`config.mk`:
```
export PLATFORM = sky130hd
export DESIGN_NAME = uart_rx_fifo_ctrl_flat
export DESIGN_NICKNAME = d
export VERILOG_FILES = /design/src/rtl/uart_rx_fifo_ctrl_if.sv /design/src/rtl/uart_rx_fifo_ctrl.sv /design/src/flat_wrapper.sv
export SDC_FILE = /design/constraint.sdc
export NUM_CORES = 1
export LEC_CHECK = 0
export CAP_MARGIN = 25
export CORE_ASPECT_RATIO = 1.4
export CORE_UTILIZATION = 42
export CTS_BUF_LIST = sky130_fd_sc_hd__clkbuf_4
export CTS_CLUSTER_SIZE = 28
export DETAILED_ROUTE_END_ITERATION = 10
export PLACE_DENSITY = 0.87
export SLEW_MARGIN = 20
export SYNTH_ARGS = -nofsm -noshare
export SYNTH_HDL_FRONTEND = slang
export SYNTH_SLANG_ARGS = --single-unit
```
`constraint.sdc`:
```
create_clock -name clk -period 3.85 [get_ports clk]
set_clock_uncertainty 0.05 [all_clocks]
set_input_delay 0.9625 -clock clk [delete_from_list [all_inputs] [get_ports clk]]
set_output_delay 0.9625 -clock clk [all_outputs]
set_load 0.02 [all_outputs]
```
`src/rtl/uart_rx_fifo_ctrl_if.sv`:
```
// ---------------------------------------------------------------------------
// uart_rx_fifo_ctrl_if
// Bundles every non-clock signal between the UART receive-side FIFO
// controller and its neighbours (receiver, UART_FIFO instance, register and
// interrupt block).
//   slave  : view of the controller itself (uart_rx_fifo_ctrl)
//   master : view of the surrounding environment driving the controller
// Signals:
//   fifo_en, fifo_clear, trig_sel, char_tick  : FCR / baud-generator controls
//   rx_valid, rx_data                         : byte from the receiver
//   fifo_push, fifo_data_in, fifo_pop,
//   fifo_data_out, fifo_count, fifo_reset     : FIFO push/pop/flush port
//   host_rd, host_data, lsr_rd                : RBR / LSR host accesses
//   data_ready, overrun_err                   : LSR status bits
//   int_rda, int_timeout                      : interrupt requests
// ---------------------------------------------------------------------------
interface uart_rx_fifo_ctrl_if #(
  parameter int DATA_W  = 8,
  parameter int COUNT_W = 5
);
  logic               fifo_en;
  logic               fifo_clear;
  logic [1:0]         trig_sel;
  logic               char_tick;
  logic               rx_valid;
  logic [DATA_W-1:0]  rx_data;
  logic               fifo_push;
  logic [DATA_W-1:0]  fifo_data_in;
  logic               fifo_pop;
  logic [DATA_W-1:0]  fifo_data_out;
  logic [COUNT_W-1:0] fifo_count;
  logic               fifo_reset;
  logic               host_rd;
  logic [DATA_W-1:0]  host_data;
  logic               data_ready;
  logic               overrun_err;
  logic               lsr_rd;
  logic               int_rda;
  logic               int_timeout;

  modport slave (
    input  fifo_en, fifo_clear, trig_sel, char_tick, rx_valid, rx_data,
           fifo_data_out, fifo_count, host_rd, lsr_rd,
    output fifo_push, fifo_data_in, fifo_pop, fifo_reset, host_data,
           data_ready, overrun_err, int_rda, int_timeout
  );

  modport master (
    output fifo_en, fifo_clear, trig_sel, char_tick, rx_valid, rx_data,
           fifo_data_out, fifo_count, host_rd, lsr_rd,
    input  fifo_push, fifo_data_in, fifo_pop, fifo_reset, host_data,
           data_ready, overrun_err, int_rda, int_timeout
  );
endinterface

```
`src/rtl/uart_rx_fifo_ctrl.sv`:
```
// ---------------------------------------------------------------------------
// uart_rx_fifo_ctrl
// Receive-side controller for the 16-deep UART FIFO. Routes received bytes
// into the FIFO, pops the FIFO on host RBR reads, sequences a two-cycle FIFO
// flush, and raises the 16550-style trigger-level (RDA) and character-timeout
// interrupts.
// Ports:
//   clk   : system clock
//   reset : asynchronous reset, active-low
//   bus   : uart_rx_fifo_ctrl_if.slave, all data/control/status signals
// ---------------------------------------------------------------------------
module uart_rx_fifo_ctrl #(
  parameter int DATA_W   = 8,
  parameter int DEPTH    = 16,
  parameter int COUNT_W  = 5,
  parameter int TO_CHARS = 4
) (
  input  logic                   clk,
  input  logic                   reset,
  uart_rx_fifo_ctrl_if.slave     bus
);

  localparam logic [1:0] ST_IDLE = 2'd0;
  localparam logic [1:0] ST_CLR1 = 2'd1;
  localparam logic [1:0] ST_CLR2 = 2'd2;

  // Timeout counter needs at least 3 bits and must hold TO_CHARS.
  localparam int TO_W = ($clog2(TO_CHARS + 1) > 3) ? $clog2(TO_CHARS + 1) : 3;
  localparam logic [TO_W-1:0]    TO_MAX  = TO_W'(TO_CHARS);
  localparam logic [COUNT_W-1:0] DEPTH_C = COUNT_W'(DEPTH);
  localparam logic [COUNT_W-1:0] ZERO_C  = {COUNT_W{1'b0}};

  logic [1:0]         state_q, state_d;
  logic               fifo_reset_q;
  logic [DATA_W-1:0]  host_data_q;
  logic               overrun_q;
  logic               data_ready_q;
  logic               int_rda_q;
  logic [TO_W-1:0]    to_cnt_q, to_cnt_d;
  logic               int_to_q;

  logic               idle_s;
  logic               full_s;
  logic               empty_s;
  logic               push_s;
  logic               pop_s;
  logic               drop_s;
  logic               to_zero_s;
  logic [COUNT_W-1:0] trig_lvl_s;

  assign idle_s  = (state_q == ST_IDLE);
  // Full is judged on the current count only; a same-cycle pop does not
  // make room for the incoming byte.
  assign full_s  = (bus.fifo_count >= DEPTH_C);
  assign empty_s = (bus.fifo_count == ZERO_C);
  assign push_s  = idle_s & bus.rx_valid & ~full_s;
  assign pop_s   = idle_s & bus.host_rd & ~empty_s;
  // Bytes arriving during a flush are discarded silently, not as overruns.
  assign drop_s  = idle_s & bus.rx_valid & full_s;

  // Flush sequencing: a clear request (re)starts the two-cycle flush.
  always_comb begin
    state_d = state_q;
    case (state_q)
      ST_IDLE: begin
        if (bus.fifo_clear) state_d = ST_CLR1;
        else                state_d = ST_IDLE;
      end
      ST_CLR1: begin
        if (bus.fifo_clear) state_d = ST_CLR1;
        else                state_d = ST_CLR2;
      end
      ST_CLR2: begin
        if (bus.fifo_clear) state_d = ST_CLR1;
        else                state_d = ST_IDLE;
      end
      default: state_d = ST_IDLE;
    endcase
  end

  // Trigger level decode; 16450 mode behaves as a one-byte trigger.
  always_comb begin
    trig_lvl_s = COUNT_W'(1);
    if (!bus.fifo_en) begin
      trig_lvl_s = COUNT_W'(1);
    end else begin
      case (bus.trig_sel)
        2'b00:   trig_lvl_s = COUNT_W'(1);
        2'b01:   trig_lvl_s = COUNT_W'(4);
        2'b10:   trig_lvl_s = COUNT_W'(8);
        2'b11:   trig_lvl_s = COUNT_W'(14);
        default: trig_lvl_s = COUNT_W'(1);
      endcase
    end
  end

  // Any FIFO activity, an empty FIFO, 16450 mode or a flush (including the
  // cycle that enters it) restarts the character-timeout measurement.
  assign to_zero_s = push_s | pop_s | empty_s | ~bus.fifo_en |
                     (state_q != ST_IDLE) | (state_d != ST_IDLE);

  // Timeout counter next value: saturating count of idle character times.
  always_comb begin
    to_cnt_d = to_cnt_q;
    if (to_zero_s) begin
      to_cnt_d = {TO_W{1'b0}};
    end else if (bus.char_tick && (to_cnt_q != TO_MAX)) begin
      to_cnt_d = to_cnt_q + TO_W'(1);
    end else begin
      to_cnt_d = to_cnt_q;
    end
  end

  // FSM state and registered flush strobe (high exactly while in CLR1/CLR2).
  always_ff @(posedge clk or negedge reset) begin
    if (!reset) begin
      state_q      <= ST_IDLE;
      fifo_reset_q <= 1'b0;
    end else begin
      state_q      <= state_d;
      fifo_reset_q <= (state_d != ST_IDLE);
    end
  end

  // RBR holding register and LSR status bits; overrun set wins over clear.
  always_ff @(posedge clk or negedge reset) begin
    if (!reset) begin
      host_data_q  <= {DATA_W{1'b0}};
      overrun_q    <= 1'b0;
      data_ready_q <= 1'b0;
    end else begin
      if (pop_s) host_data_q <= bus.fifo_data_out;
      else       host_data_q <= host_data_q;
      if (drop_s)          overrun_q <= 1'b1;
      else if (bus.lsr_rd) overrun_q <= 1'b0;
      else                 overrun_q <= overrun_q;
      data_ready_q <= ~empty_s;
    end
  end

  // Interrupt requests: trigger-level compare and character timeout.
  always_ff @(posedge clk or negedge reset) begin
    if (!reset) begin
      int_rda_q <= 1'b0;
      to_cnt_q  <= {TO_W{1'b0}};
      int_to_q  <= 1'b0;
    end else begin
      int_rda_q <= (bus.fifo_count >= trig_lvl_s);
      to_cnt_q  <= to_cnt_d;
      int_to_q  <= (to_cnt_d == TO_MAX);
    end
  end

  assign bus.fifo_push    = push_s;
  assign bus.fifo_data_in = bus.rx_data;
  assign bus.fifo_pop     = pop_s;
  assign bus.fifo_reset   = fifo_reset_q;
  assign bus.host_data    = host_data_q;
  assign bus.data_ready   = data_ready_q;
  assign bus.overrun_err  = overrun_q;
  assign bus.int_rda      = int_rda_q;
  assign bus.int_timeout  = int_to_q;

endmodule

```
`src/flat_wrapper.sv`:
```
// flat-port wrapper written by rule: the top's interface ports become plain ports
module uart_rx_fifo_ctrl_flat 
#(
  parameter int DATA_W   = 8,
  parameter int DEPTH    = 16,
  parameter int COUNT_W  = 5,
  parameter int TO_CHARS = 4
)
  (clk, reset, bus_fifo_en, bus_fifo_clear, bus_trig_sel, bus_char_tick, bus_rx_valid, bus_rx_data, bus_fifo_data_out, bus_fifo_count, bus_host_rd, bus_lsr_rd, bus_fifo_push, bus_fifo_data_in, bus_fifo_pop, bus_fifo_reset, bus_host_data, bus_data_ready, bus_overrun_err, bus_int_rda, bus_int_timeout);
  uart_rx_fifo_ctrl_if #(.DATA_W(DATA_W), .COUNT_W(COUNT_W)) bus_i ();
  input  logic clk;
  input  logic reset;
  input wire logic [$bits(bus_i.fifo_en)-1:0] bus_fifo_en;
  input wire logic [$bits(bus_i.fifo_clear)-1:0] bus_fifo_clear;
  input wire logic [$bits(bus_i.trig_sel)-1:0] bus_trig_sel;
  input wire logic [$bits(bus_i.char_tick)-1:0] bus_char_tick;
  input wire logic [$bits(bus_i.rx_valid)-1:0] bus_rx_valid;
  input wire logic [$bits(bus_i.rx_data)-1:0] bus_rx_data;
  input wire logic [$bits(bus_i.fifo_data_out)-1:0] bus_fifo_data_out;
  input wire logic [$bits(bus_i.fifo_count)-1:0] bus_fifo_count;
  input wire logic [$bits(bus_i.host_rd)-1:0] bus_host_rd;
  input wire logic [$bits(bus_i.lsr_rd)-1:0] bus_lsr_rd;
  output wire logic [$bits(bus_i.fifo_push)-1:0] bus_fifo_push;
  output wire logic [$bits(bus_i.fifo_data_in)-1:0] bus_fifo_data_in;
  output wire logic [$bits(bus_i.fifo_pop)-1:0] bus_fifo_pop;
  output wire logic [$bits(bus_i.fifo_reset)-1:0] bus_fifo_reset;
  output wire logic [$bits(bus_i.host_data)-1:0] bus_host_data;
  output wire logic [$bits(bus_i.data_ready)-1:0] bus_data_ready;
  output wire logic [$bits(bus_i.overrun_err)-1:0] bus_overrun_err;
  output wire logic [$bits(bus_i.int_rda)-1:0] bus_int_rda;
  output wire logic [$bits(bus_i.int_timeout)-1:0] bus_int_timeout;
  assign bus_i.fifo_en = bus_fifo_en;
  assign bus_i.fifo_clear = bus_fifo_clear;
  assign bus_i.trig_sel = bus_trig_sel;
  assign bus_i.char_tick = bus_char_tick;
  assign bus_i.rx_valid = bus_rx_valid;
  assign bus_i.rx_data = bus_rx_data;
  assign bus_i.fifo_data_out = bus_fifo_data_out;
  assign bus_i.fifo_count = bus_fifo_count;
  assign bus_i.host_rd = bus_host_rd;
  assign bus_i.lsr_rd = bus_lsr_rd;
  assign bus_fifo_push = bus_i.fifo_push;
  assign bus_fifo_data_in = bus_i.fifo_data_in;
  assign bus_fifo_pop = bus_i.fifo_pop;
  assign bus_fifo_reset = bus_i.fifo_reset;
  assign bus_host_data = bus_i.host_data;
  assign bus_data_ready = bus_i.data_ready;
  assign bus_overrun_err = bus_i.overrun_err;
  assign bus_int_rda = bus_i.int_rda;
  assign bus_int_timeout = bus_i.int_timeout;
  uart_rx_fifo_ctrl #(.DATA_W(DATA_W), .DEPTH(DEPTH), .COUNT_W(COUNT_W), .TO_CHARS(TO_CHARS)) u_core (.clk(clk), .reset(reset), .bus(bus_i));
endmodule
```
==> reports/qor.yml, run 1 <==
clock_tree:
  cts_tree: "done"
  ctsHoldBuffers: 0
  htree_levels: 1
  clk_latency_ns: 0.28
  cts.repair.resized: 0
  clockBufferDepth: 2
  cts-buffers-inserted: 3
  root_buffer: "clkbuf_4"
  post_cts.repair.setup_buffers: 0
  clkTransAtPathRegs_ns: 0.09
  clock_sinks: 18
route:
  dr_total_vias: 735
  drcViolationCount: 0
  drt_iter0_drc: 4
  routedWlPerCell_um: 13.27
  antenna_left: 0
  drt_wl_total_um: 1858
  drtPass1Iterations: 3
  viasPerCell: 5.250
pwr:
  intPower_uw: 335.7
  switching_power_uw: 126.8
  pwr-share-seq_pct: 48.1
  p_clk_share_pct: 19.4
  ir_drop_uv: 156.9
  p_sw_share_pct: 27.42
  p_leak_uw: 0.0005978
  combPwrFrac_pct: 32.4
  p_per_area_nw_per_um2: 344.8
worst_setup_path:
  reg2reg_slack_ns: 2.31
  r2r-start: "u_core.to_cnt_q[0]"
  crit_path_end_kind: "output port"
  worstSetupPathType: "input pin to output port"
  arrival_ns: 2.51
  r2r_end: "u_core.bus.int_timeout"
  worst_setup_path_start_kind: "input pin"
  reg2reg_depth: 6
  critPathRequiredTime_ns: 2.84
  crit_fanout: 3
floorplanning:
  die_w_um: 42.61
  core-area_sq_um: 2177
  io-pin-count: 54
  die_h_um: 58.86
  start_util_pct: 44.54
  die_area_sq_um: 2508
  placementRows: 20
cells_and_area:
  final_common_cell: "clkdlybuf4s50_1"
  final_cell_mix: "37 x clkdlybuf4s50_1, 18 x dfrtp_1, 8 x mux2_4"
  seqCellArea_sq_um: 450.4
  area_growth_pct: 38.32
  final_cell_area_sq_um: 1341
  fillers: 182
  drive_gt1_share_pct: 14.41
  nets: 156
  multi_input_area_sq_um: 432.9
  num_antenna_cells: 0
global_route:
  grt-ovfl-total: 0
  antenna_found_initial: 0
  grt_max_degree: 19
  grt_pass1_vias: 758
  grt_pass1_wl_um: 3111
  grt_usage_pct: 16.33
timing:
  setup_viol_count_final: 0
  period_needed_ns: 3.527
  hold_slack_ns: 0.4746
  fin_setup_tns_ns: 0
  timing.fmax_mhz: 283.5
  rsz0062_at_grt: "false"
  slew_headroom_pct: 50.39
  timing.final.crit_share_pct: 91.61
  finalHoldViolations: 0
  tightest_slew_ns: 0.7418
  drv_slew: 0
place:
  portBuffers: 37
  place_hpwl_um: 1598
  globalplace.congestion: 0.7557
  placed_area_sq_um: 1315
yosys:
  synthCells: 84
  ys_seq_area_share_pct: 46.45
  syn_avg_cell_area_sq_um: 11.54
  syn-cell-area_sq_um: 969.7
  synth_seq_cells: 18
  syn_nets: 121
  synth_warnings: 0
  ys_types: 26
worst_hold_path:
  min_path_type: "flop to flop"
  hp-start: "u_core.bus.host_data[1]"
  hold_depth: 1
  hold_end: "u_core.bus.host_data[1]"
flow_run:
  drv_cap: 0
status:
  status: "finished clean"
-- worst max-delay path: stages --
cell and delay (ns):
clkdlybuf4s50_1 0.44, nor4_2 0.32, nand2_2 0.13, nand3_4 0.09, inv_1 0.04, clkdlybuf4s50_1 0.53
-- state kept, by name, summed over array words and instances, names as in the netlist --
| signal | flops |
|---|---|
| u_core.bus.overrun_err | 1 |
| u_core.state_q | 2 |
| u_core.bus.host_data | 8 |
| u_core.to_cnt_q | 3 |
| u_core.bus.int_timeout | 1 |
| u_core.bus.int_rda | 1 |
| u_core.bus.data_ready | 1 |
| u_core.bus.fifo_reset | 1 |
-- cell families (layout without fill, tap and decap cells) --
family | Yosys count | count (layout) | share of synthesized area (%)
fa+ha+maj | 6 | 6 | 7.742
xor+xnor | 2 | 2 | 1.807
simple gates | 24 | 24 | 15.49
compound gates | 11 | 11 | 7.226
mux | 8 | 8 | 12.39
flops | 18 | 18 | 46.45
buf+inv | 15 | 49 | 8.904
-- how the worst max path moves through the flow --
| stage | slack, ns | from | end |
|---|---|---|---|
| after floorplan | 1.19 | bus_fifo_count[1] | bus_fifo_pop |
| after global placement | 0.34 | bus_fifo_count[1] | bus_fifo_pop |
| after detailed placement | 0.30 | bus_fifo_count[1] | bus_fifo_pop |
| after CTS | 0.30 | bus_fifo_count[1] | bus_fifo_pop |
| after global routing | 0.27 | bus_fifo_count[1] | bus_fifo_pop |
| final | 0.32 | bus_fifo_count[1] | bus_fifo_pop |
-- stage by stage --
stage          setup WS [ns]  cells  power, uW  util, %
2_1_floorplan          1.189     84      308.4        -
3_3_place_gp          0.3416    136      373.4    60.40
3_5_place_dp          0.3014    136      377.6    60.40
4_1_cts               0.3013    140      467.9    61.61
5_1_grt               0.2709    140      487.1    61.61
6_report              0.3229    140      462.5    61.61
-- cells in the mapped netlist (all sizes together) --
library cell	n	area [sq um]
o21ai	3	15.01
nand4	1	6.260
a211o	1	8.760
a21oi	2	10.01
buf	8	60.06
and3b	1	8.760
nor4	2	18.77
nor2	6	30.03
inv	7	26.28
ha	6	75.07
or2	1	6.260
a21o	2	15.01
mux2	8	120.1
nand3	3	27.53
nor3b	2	15.01
xnor2	2	17.52
dfrtp	18	450.4
nand2	6	25.03
o22ai	1	6.260
a21boi	2	15.02
nand2b	2	12.51
-- power by group through the flow --
stage                     Sequential (uW)  Clock (uW)  Combinational [uW]
final                                 223        89.9                 150
after global routing                  225         102                 159
after CTS                             223        93.0                 152
after detailed placement              227           0                 151
after global placement                225           0                 149
after floorplan                       250           0                58.7
-- metal layers --
metal | vias up | wire length, um | track usage [%]
met5 | - | 0 | 0
met4 | 0 | 23 | 7.143
met3 | 2 | 82 | 1.840
li1 | 343 | - | -
met1 | 362 | 646 | 16.44
met2 | 28 | 1106 | 32.75
-- final cells by class --
type	instances	area share, %
inverter	7	1.959
timing repair buffer	38	28.17
sequential	18	33.58
tap	22	2.052
clock buffer	3	1.679
multi-input combinational	51	32.28
clock inverter	1	0.2798
(Power assumes the default switching activity.)
==> run 2: changes to the inputs <==
Settings changed: CORE_MARGIN set to 2.
==> reports/qor.yml, run 2 (synthesis gave the netlist of run 1 again) <==
status:
  status: "finished clean"
timing:
  rsz0062_at_grt: "false"
  timing.fmax_mhz: 284.4  # +0.30%
  setup_viol_count_final: 0  # unchanged
  slew_headroom_pct: 48.11  # -2.3 points
  finalHoldViolations: 0  # unchanged
  drv_slew: 0  # unchanged
  timing.final.crit_share_pct: 91.34  # -0.28 points
  hold_slack_ns: 0.4643  # -0.01030 ns
  period_needed_ns: 3.517  # -0.01061 ns
  tightest_slew_ns: 0.7760  # +0.03413 ns
  fin_setup_tns_ns: 0  # unchanged
pwr:
  ir_drop_uv: 159.1  # +1.4%
  p_clk_share_pct: 19.7  # +0.3 points
  p_sw_share_pct: 28.13  # +0.71 points
  switching_power_uw: 131.0  # +3.3%
  p_leak_uw: 0.0005962  # -0.26%
  p_per_area_nw_per_um2: 348.3  # +1.0%
  combPwrFrac_pct: 32.3  # about the same
  pwr-share-seq_pct: 47.9  # -0.2 points
  intPower_uw: 334.8  # -0.25%
cells_and_area:
  fillers: 176  # -3.3%
  area_growth_pct: 37.94
  nets: 156  # unchanged
  multi_input_area_sq_um: 432.9  # unchanged
  seqCellArea_sq_um: 450.4  # unchanged
  largest_register_ffs: 8  # unchanged
  final_util_pct: 61.44  # -0.17 points
  final_cell_mix: "37 x clkdlybuf4s50_1, 18 x dfrtp_1, 8 x mux2_4"
  instances_no_fill: 139  # -0.71%
  drive_gt1_share_pct: 14.53  # +0.12 points
  final_common_cell: "clkdlybuf4s50_1"
  num_antenna_cells: 0  # unchanged
clock_tree:
  clock_sinks: 18  # unchanged
  post_cts.repair.setup_buffers: 0  # unchanged
  clockBufferDepth: 2  # unchanged
  clkTransAtPathRegs_ns: 0.10  # about the same
  ctsHoldBuffers: 0  # unchanged
  htree_levels: 1  # unchanged
  cts-buffers-inserted: 3  # unchanged
  clk_latency_ns: 0.29  # about the same
  cts_tree: "done"
  cts.repair.resized: 0  # unchanged
  root_buffer: "clkbuf_4"
global_route:
  grt_pass1_wl_um: 3008  # -3.3%
  grt-ovfl-total: 0  # unchanged
  grt_max_degree: 19  # unchanged
  grt_usage_pct: 15.24  # -1.1 points
  antenna_found_initial: 0  # unchanged
  grt_pass1_vias: 749  # -1.2%
floorplanning:
  die_w_um: 44.61  # +4.7%
  core-area_sq_um: 2177  # unchanged
  die_h_um: 60.86  # +3.4%
  die_area_sq_um: 2715  # +8.3%
  start_util_pct: 44.54  # unchanged
  placementRows: 20  # unchanged
  io-pin-count: 54  # unchanged
route:
  antenna_left: 0  # unchanged
  viasPerCell: 5.201  # -0.92%
  dr_total_vias: 723  # -1.6%
  drt_wl_total_um: 1948  # +4.8%
  drt_iter0_drc: 9  # +5
  routedWlPerCell_um: 14.01  # +5.6%
  drtPass1Iterations: 3  # unchanged
  drcViolationCount: 0  # unchanged
place:
  portBuffers: 37  # unchanged
  placed_cells: 136  # unchanged
  place_hpwl_um: 1623  # +1.6%
  globalplace.congestion: 0.7026  # -7.0%
worst_setup_path:
  critPathRequiredTime_ns: 2.84  # about the same
  arrival_ns: 2.50  # about the same
  crit_chain: "clkdlybuf4s50_1 -> nor4_2 -> nand2_2 -> nand3_4 -> inv_1 -> clkdlybuf4s50_1"
  crit_fanout: 3  # unchanged
  crit_path_end_kind: "output port"
  max_stage_delay_ns: 0.53  # about the same
  worstSetupPathType: "input pin to output port"
  critPathSlowestCell: "clkdlybuf4s50_1"
  worst_setup_path_start_kind: "input pin"
  path_common_cell: "clkdlybuf4s50_1"
flow_run:
  drv_cap: 0  # unchanged
worst_hold_path:
  min_path_type: "flop to flop"
## run 2: final cells by class
cell class                 count  share of cell area, %
clock buffer                   3                  1.684
inverter                       7                  1.964
multi-input combinational     51                  32.37
sequential                    18                  33.68
tap                           22                  2.058
timing repair buffer          38                  28.25
## run 2: worst paths after layout
check	start	to	slack, ns	depth (start not counted)
setup reg to reg	u_core.to_cnt_q[0]	u_core.bus.int_timeout	2.32	6
hold / removal	u_core.bus.host_data[2]	u_core.bus.host_data[2]	0.46	1
hold reg to reg	u_core.bus.host_data[2]	u_core.bus.host_data[2]	0.46	1
min in group asynchronous	reset	u_core.bus.host_data[6]	1.06	1
setup / recovery	bus_fifo_count[1]	bus_fifo_pop	0.33	6
max in group asynchronous	reset	u_core.bus.overrun_err	2.20	1
## run 2: power by group through the flow
stage	clock [uW]	sequential [uW]	combinational (uW)
after floorplan	0	250	58.7
after global routing	104	225	160
final	91.9	223	151
after global placement	0	225	149
after CTS	95.7	224	153
after detailed placement	0	227	153
## run 2: routing by layer
metal | global-route usage, % | part of all wire, % | vias to the layer above
met5 | 0 | 0 | -
met4 | 8.225 | 1.2 | 0
met3 | 3.869 | 5.9 | 3
li1 | - | - | 343
met1 | 13.89 | 35 | 351
met2 | 29.61 | 58 | 26
## run 2: worst max-delay path, delay by kind of cell
| family | cells | cell delay, ns |
|---|---|---|
| buf+inv | 3 | 1.02 |
| simple gates | 3 | 0.53 |
## run 2: per-stage QoR
| step | area, sq um | power [uW] | setup slack, ns |
|---|---|---|---|
| after global placement | 1315 | 374.0 | 0.3455 |
| final | 1338 | 465.9 | 0.3335 |
| after CTS | 1338 | 472.4 | 0.3253 |
| after global routing | 1338 | 488.8 | 0.2431 |
| after floorplan | 969.7 | 308.4 | 1.189 |
| after detailed placement | 1315 | 379.8 | 0.3266 |
==> run 3: changes to the inputs <==
Settings changed: CTS_CLUSTER_DIAMETER set to 80.
==> results of run 3 <==
Final layout, timing and power as in run 2 (identical DEF).
